[src/rtl/bwt_mem_request_queue.sv]
// Request queue between the backward SMEM datapath and the BWT occurrence memory.
// Buffers k/l line-address pairs and issues them as one (merged) or two memory beats.
module bwt_mem_request_queue #(
  parameter int DEPTH      = 16,
  parameter int ADDR_W     = 42,
  parameter int READ_NUM_W = 9,
  parameter int AF_MARGIN  = 4
) (
  input  logic                      clk,
  input  logic                      rst,
  input  logic                      request_valid,
  input  logic [ADDR_W-1:0]         addr_k,
  input  logic [ADDR_W-1:0]         addr_l,
  input  logic [READ_NUM_W-1:0]     read_num_in,
  output logic                      mem_req_valid,
  output logic [ADDR_W-1:0]         mem_req_addr,
  output logic [READ_NUM_W+1:0]     mem_req_tag,
  input  logic                      mem_req_ready,
  output logic                      stall_req,
  output logic [$clog2(DEPTH):0]    fifo_count,
  output logic                      overflow
);

  localparam int PTR_W = $clog2(DEPTH);
  localparam int CNT_W = $clog2(DEPTH) + 1;

  typedef enum logic [1:0] {
    IDLE   = 2'd0,
    SEND_K = 2'd1,
    SEND_L = 2'd2
  } state_e;

  state_e             state_q, state_d;
  logic [PTR_W-1:0]   wr_ptr_q, wr_ptr_d;
  logic [PTR_W-1:0]   rd_ptr_q, rd_ptr_d;
  logic [CNT_W-1:0]   count_q, count_d;
  logic               overflow_q, overflow_d;

  logic [ADDR_W-1:0]     mem_k_q    [DEPTH];
  logic [ADDR_W-1:0]     mem_l_q    [DEPTH];
  logic [READ_NUM_W-1:0] mem_rn_q   [DEPTH];
  logic                  mem_same_q [DEPTH];

  logic                  full;
  logic                  push;
  logic                  pop;
  logic                  more_after_pop;
  logic [1:0]            kl;
  logic [ADDR_W-1:0]     head_k;
  logic [ADDR_W-1:0]     head_l;
  logic [READ_NUM_W-1:0] head_rn;
  logic                  head_same;

  assign full      = (count_q == CNT_W'(DEPTH));
  assign push      = request_valid && (!full || pop);
  assign head_k    = mem_k_q[rd_ptr_q];
  assign head_l    = mem_l_q[rd_ptr_q];
  assign head_rn   = mem_rn_q[rd_ptr_q];
  assign head_same = mem_same_q[rd_ptr_q];

  // When the head pops, a same-cycle push is always accepted, so the queue
  // stays non-empty if another entry is held or one is arriving right now.
  assign more_after_pop = (count_q > CNT_W'(1)) || request_valid;

  always_comb begin
    state_d       = state_q;
    mem_req_valid = 1'b0;
    mem_req_addr  = '0;
    mem_req_tag   = '0;
    kl            = 2'b00;
    pop           = 1'b0;
    case (state_q)
      IDLE: begin
        if (count_q != '0) state_d = SEND_K;
      end
      SEND_K: begin
        mem_req_valid = 1'b1;
        mem_req_addr  = head_k;
        kl            = head_same ? 2'b11 : 2'b01;
        mem_req_tag   = {head_rn, kl};
        if (mem_req_ready) begin
          if (head_same) begin
            pop     = 1'b1;
            state_d = more_after_pop ? SEND_K : IDLE;
          end else begin
            state_d = SEND_L;
          end
        end
      end
      SEND_L: begin
        mem_req_valid = 1'b1;
        mem_req_addr  = head_l;
        kl            = 2'b10;
        mem_req_tag   = {head_rn, kl};
        if (mem_req_ready) begin
          pop     = 1'b1;
          state_d = more_after_pop ? SEND_K : IDLE;
        end
      end
      default: state_d = IDLE;
    endcase
  end

  always_comb begin
    wr_ptr_d   = wr_ptr_q;
    rd_ptr_d   = rd_ptr_q;
    count_d    = count_q;
    overflow_d = overflow_q;
    if (push) wr_ptr_d = wr_ptr_q + PTR_W'(1);
    if (pop)  rd_ptr_d = rd_ptr_q + PTR_W'(1);
    case ({push, pop})
      2'b10:   count_d = count_q + CNT_W'(1);
      2'b01:   count_d = count_q - CNT_W'(1);
      default: count_d = count_q;
    endcase
    if (request_valid && !push) overflow_d = 1'b1;
  end

  always_ff @(posedge clk or negedge rst) begin
    if (!rst) begin
      state_q    <= IDLE;
      wr_ptr_q   <= '0;
      rd_ptr_q   <= '0;
      count_q    <= '0;
      overflow_q <= 1'b0;
    end else begin
      state_q    <= state_d;
      wr_ptr_q   <= wr_ptr_d;
      rd_ptr_q   <= rd_ptr_d;
      count_q    <= count_d;
      overflow_q <= overflow_d;
    end
  end

  // Entry storage needs no reset: it is only observed while count is non-zero.
  always_ff @(posedge clk) begin
    if (push) begin
      mem_k_q[wr_ptr_q]    <= addr_k;
      mem_l_q[wr_ptr_q]    <= addr_l;
      mem_rn_q[wr_ptr_q]   <= read_num_in;
      mem_same_q[wr_ptr_q] <= (addr_k == addr_l);
    end
  end

  assign stall_req  = (count_q >= CNT_W'(DEPTH - AF_MARGIN));
  assign fifo_count = count_q;
  assign overflow   = overflow_q;

endmodule

[config.mk]
export PLATFORM = sky130hd
export DESIGN_NAME = bwt_mem_request_queue
export DESIGN_NICKNAME = d
export VERILOG_FILES = /design/src/rtl/bwt_mem_request_queue.sv
export SDC_FILE = /design/constraint.sdc
export NUM_CORES = 2
export LEC_CHECK = 0
export CAP_MARGIN = 20
export CORE_ASPECT_RATIO = 0.8
export CORE_MARGIN = 4
export CORE_UTILIZATION = 55
export DETAILED_ROUTE_END_ITERATION = 12
export PLACE_DENSITY_LB_ADDON = 0.05
export SETUP_SLACK_MARGIN = 0.5
export SKIP_CTS_REPAIR_TIMING = 1
export SLEW_MARGIN = 20
export SYNTH_ARGS = -nofsm -noshare
export SYNTH_HDL_FRONTEND = slang
export SYNTH_SLANG_ARGS = --single-unit
[constraint.sdc]
create_clock -name clk -period 11 [get_ports clk]
set_input_delay 2.2 -clock clk [delete_from_list [all_inputs] [get_ports clk]]
set_output_delay 2.2 -clock clk [all_outputs]
set_load 0.02 [all_outputs]
# Word level (Yosys, flattened, before mapping)
# Memory sizes are Yosys's and may differ from the RTL's.
# Cells that the tools add are included.
# W data, S select, Z words.
# classes
add_sub_neg,4
n_lt_le_gt_ge,2
n_eq_ne,9
mux,17
n_reduce_logical,11
# op_table
op,n
$pmux W42 S2,1
$eq A42 B42 Y1,1
$pmux W11 S2,1
$mux W2,5
$pmux W5 S2,1
$add A4 B1 Y4 const B,2
$mux W1,7
$ne A2 B2 Y1 const B,3
$pmux W2 S3,1
$add A5 B1 Y5 const B,1
$eq A5 B5 Y1 const B,1
$ge A5 B4 Y1 const B,1
$gt A5 B1 Y1 const B,1
$reduce_bool A5 Y1,1
$sub A5 B1 Y5 const B,1
$eq A2 B1 Y1 const B,2
$eq A2 B2 Y1 const B,2
$reduce_and A3 Y1,1
$logic_and A1 B1 Y1,2
$logic_not A1 Y1,2
$logic_not A2 Y1,1
$logic_or A1 B1 Y1,2
$pmux W1 S2,1
$reduce_bool A2 Y1,1
$reduce_or A2 Y1,1
# totals
reg_bits,16
ramBits,1504
inputBits,97
output_inout_bits,61
word_cells,52
memories,4
# mem_list
memory,words,word_bits,read_ports,rd_clocked_by_memory_dff,wr,line_no,rtl
mem_k_q,16,42,1,0,1,39,logic [ADDR_W-1:0] mem_k_q [DEPTH];
mem_l_q,16,42,1,0,1,40,logic [ADDR_W-1:0] mem_l_q [DEPTH];
mem_rn_q,16,9,1,0,1,41,logic [READ_NUM_W-1:0] mem_rn_q [DEPTH];
mem_same_q,16,1,1,0,1,42,logic mem_same_q [DEPTH];

# Logic depth before layout (Yosys ltp)
# An unclocked memory read counts as a cell.
# logic_depth
depth_word,8
mapped_depth,9
ltp_nobuf,7

# Worst setup path before layout
# No wires, ideal clock.
# synth_timing
path_kind,input-to-reg
startpoint,input port mem_req_ready
endpoint,"memory mem_k_q[11][0], enable pin"
t_arrival_ns,9.711
t_required_ns,10.319
slack_ns,0.608
path_stages,5
cell_sequence,inv_1 -> nor2_1 -> o31ai_4 -> a21boi_2 -> nor3b_1
# synth_via
elab_chain_cells,6
elab_cells_between_ends,7
# synth_rtl
item,line_no,rtl
start: declaration,18,"input logic mem_req_ready,"
$mux W1 (on tied branches),"95, 81",
$pmux W1 S2 (*),72,case (state_q)
$logic_or A1 B1 Y1 (*),55,assign push = request_valid && (!full || pop);
$logic_and A1 B1 Y1 (*),55,
$mux W1 (*),137,if (push) begin
$mux W1 (not written as such) (*),138,mem_k_q[wr_ptr_q] <= addr_k;
end: declaration,39,
# Mark *: on every way between the ends. The rest lies on a longest branch, timed or not.

# Final worst setup path
# layout_timing
startpoint,register rd_ptr_q[0]
endpoint,output port mem_req_addr[16]
# layout_via
elab_chain_cells,2
elab_cells_between_ends,3
# layout_rtl
item,line_no,rtl
start: declaration,35,"logic [PTR_W-1:0] rd_ptr_q, rd_ptr_d;"
start signal: assignment,129,rd_ptr_q <= rd_ptr_d;
$mem_v2 Z16 W42 (on tied branches),--,
$pmux W42 S2 (*),72,
end: declaration,16,"output logic [ADDR_W-1:0] mem_req_addr,"
# Marks and branches as above.

==> flow_summary_export.csv <==
group,metric,value,unit
status,status,"complete, no violations",
clock_tree,cts_tree,"yes",
setup_path,cp.required,8.80,ns
die,io_pins,158,
place,gp_congestion,0.7465,
sta,maxSlewHeadroom,28.88,%
setup_path,crit_path_top_delay_cell,"dfrtp_4",
sta,hold_viol,0,
die,die_w,372.8,um
routing,drtIter0Drc,3227,
sta,final_max_slew_viol_count,0,
synthesis,avgSynthCellArea,24.71,um2
grt,antenna_found_initial,22,
power,irDropWorstVdd,0.0001833,V
sta,min_period,7.357,ns
clock_tree,insertion_delay,0.74,ns
layout,design_area,0.06642,mm2
die,dieArea,0.1118,mm2
setup_path,cp-start-kind,"flip-flop",
layout,syn_to_final_growth,13.44,%
sta,worst_pin_slew,1.067,ns
grt,track_usage,25.59,%
min_path,hold_path.class,"reg -> reg",
routing,routed_via_density,6.441,
routing,drc,0,
setup_path,slowest_delay,0.79,ns
layout,layout-drive-gt1-share,27.36,%
synthesis,synth_edf_count,1504,
layout,nNetsFinal,2716,
die,row_count,106,
clock_tree,root_buffer,"clkbuf_16",
clock_tree,clkTransAtPathRegs,0.06,ns
die,die_h,299.8,um
synthesis,synth_ff_type,"edfxtp_1",
synthesis,synth_cell_types,44,
flow_run,max_cap_violations,0,
setup_path,cp-end-kind,"output pin",
synthesis,syn-cell-area,0.05855,mm2
die,start_util,55.74,%
power,powerDensity,248.0,mW/mm2
synthesis,synth_nets,2480,
synthesis,netlist_instances,2370,
synthesis,synth_seq_area_share,77.82,%
grt,grt_start_max_net_pins,146,
synthesis,ys_ff_latch,1520,
routing,routedWlPerCell,33.99,um
setup_path,critical_path_class,"reg -> out",
synthesis,ys_warn_count,0,
layout,layout_commonest_cell,"edfxtp_1",
die,coreArea,0.1050,mm2
routing,drt_wl_total,140.5,mm
place,place_area,0.06188,mm2
setup_path,cp.arrival,5.16,ns
grt,first_global_vias,27340,
routing,drtPass1Iterations,5,
clock_tree,cts_made_buffers,148,
routing,vias,26620,
grt,overflow,0,
place,dp_hpwl,73.42,mm
clock_tree,cts_max_path_buffers,3,
clock_tree,h-tree-depth,4,
sta,setup_viol,0,
layout,fillCellCount,7049,
place,io_buffers,157,
routing,antenna_left,0,
layout,layout_common_cells,"1,504 x edfxtp_1, 469 x mux4_2, 157 x clkdlybuf4s50_1, 153 x clkbuf_16, 54 x nor2b_1",
setup_path,crit_fanout,42,
power,p_leak,20.31,nW
grt,grt_first_pass_wirelength,202.8,mm
sta,fmax,135.9,MHz
sta,rsz0062_at_grt,"false",
sta,finClkSkew,0.01882,ns
sta,fin_setup_tns,0,ns
setup_path,path_cells,"buf_4 -> buf_4 -> mux4_2 -> mux4_2 -> a22oi_1 -> nor2b_1 -> clkdlybuf4s50_1",
sta,post-route-period-util,66.88,%
synthesis,synthArstFlopShare,1.053,%
clock_tree,cts.sink_count,1520,
## critical path, delay by kind of cell (launching register included)
family          cells  cell delay (ns)
flops               1             0.79
simple gates        1             0.10
buf+inv             3             1.99
mux                 2             1.08
compound gates      1             0.35
## flip-flops by register name (all words and copies together) (netlist names)
| register | count |
|---|---|
| mem_l_q | 672 |
| mem_rn_q | 144 |
| fifo_count | 5 |
| rd_ptr_q | 4 |
| state_q | 2 |
| mem_k_q | 672 |
| overflow | 1 |
| mem_same_q | 16 |
| wr_ptr_q | 4 |
## cells in the mapped netlist (11+ instances only)
cell | number | area (um2)
dfrtp_1 | 16 | 400.4
xnor2_1 | 39 | 341.6
buf_2 | 44 | 220.2
nand4_1 | 12 | 75.07
ha_1 | 13 | 162.7
and3_1 | 13 | 81.33
mux4_2 | 469 | 10560
xor2_1 | 13 | 113.9
a22oi_1 | 42 | 315.3
buf_1 | 11 | 41.29
edfxtp_1 | 1504 | 45160
nor2b_1 | 54 | 337.8
clkbuf_1 | 66 | 247.7
## metrics by stage
step / total power [mW] / instances / worst slack (ns) / util [%] / hold slack, ns
2_1_floorplan: 10.38 / 2370 / 0.6082 / - / 0.4799
3_3_place_gp: 11.86 / 3858 / 4.302 / 58.91 / 0.4659
3_5_place_dp: 11.91 / 3858 / 4.275 / 58.91 / 0.4699
4_1_cts: 16.64 / 4121 / 3.460 / 63.16 / 0.4835
5_1_grt: 17.17 / 4125 / 3.237 / 63.21 / 0.5020
6_report: 16.47 / 4133 / 3.643 / 63.23 / 0.4766
## routing by layer
layer / up-vias / global-route usage, % / routed length, um / part of all wire [%]
met1: 14540 / 38.35 / 58370 / 42
li1: 10760 / - / - / -
met3: 212 / 6.345 / 12730 / 9.1
met4: 14 / 6.879 / 3183 / 2.3
met2: 1096 / 38.50 / 66120 / 47
met5: - / 0 / 85 / 0.061
## where the power goes
| part | switching (mW) | internal, mW | total [mW] |
|---|---|---|---|
| sequential | 0.253 | 6.98 | 7.23 |
| combinational | 2.36 | 2.14 | 4.50 |
| clock | 2.05 | 2.68 | 4.74 |
| total | 4.67 | 11.8 | 16.5 |
## worst paths after layout
| path | start | endpoint | slack, ns | cells past startpoint |
|---|---|---|---|---|
| max in group asynchronous | rst | rd_ptr_q[1] | 8.53 | 1 |
| worst max register to register | rd_ptr_q[1] | mem_k_q[2][40] | 5.67 | 8 |
| worst min register to register | overflow | overflow | 0.48 | 1 |
| worst min-delay path | overflow | overflow | 0.48 | 1 |
| min in group asynchronous | rst | overflow | 1.91 | 1 |
| worst max-delay path | rd_ptr_q[0] | mem_req_addr[16] | 3.64 | 7 |
## final cells by class
class	instances	area (um2)	share of cell area, %
repair buffers	211	2067	3.112
multi-input cells	717	12500	18.82
well taps	1404	1757	2.645
inverters	8	30.03	0.04521
clock inverters	66	464.2	0.6989
flip-flops and latches	1520	45580	68.62
diodes	10	25.02	0.03768
clock buffers	197	3994	6.013
## cells by family after synthesis
| logic type | share of synthesized area [%] |
|---|---|
| flip-flops | 77.82 |
| XOR/XNOR | 0.7778 |
| adder cells (fa/ha/maj) | 0.2778 |
| buffers and inverters | 0.9787 |
| multiplexers | 18.16 |
| AO/OA/AOI/OAI | 0.8142 |
| AND/OR/NAND/NOR | 1.169 |
(Power assumes the default switching activity.)
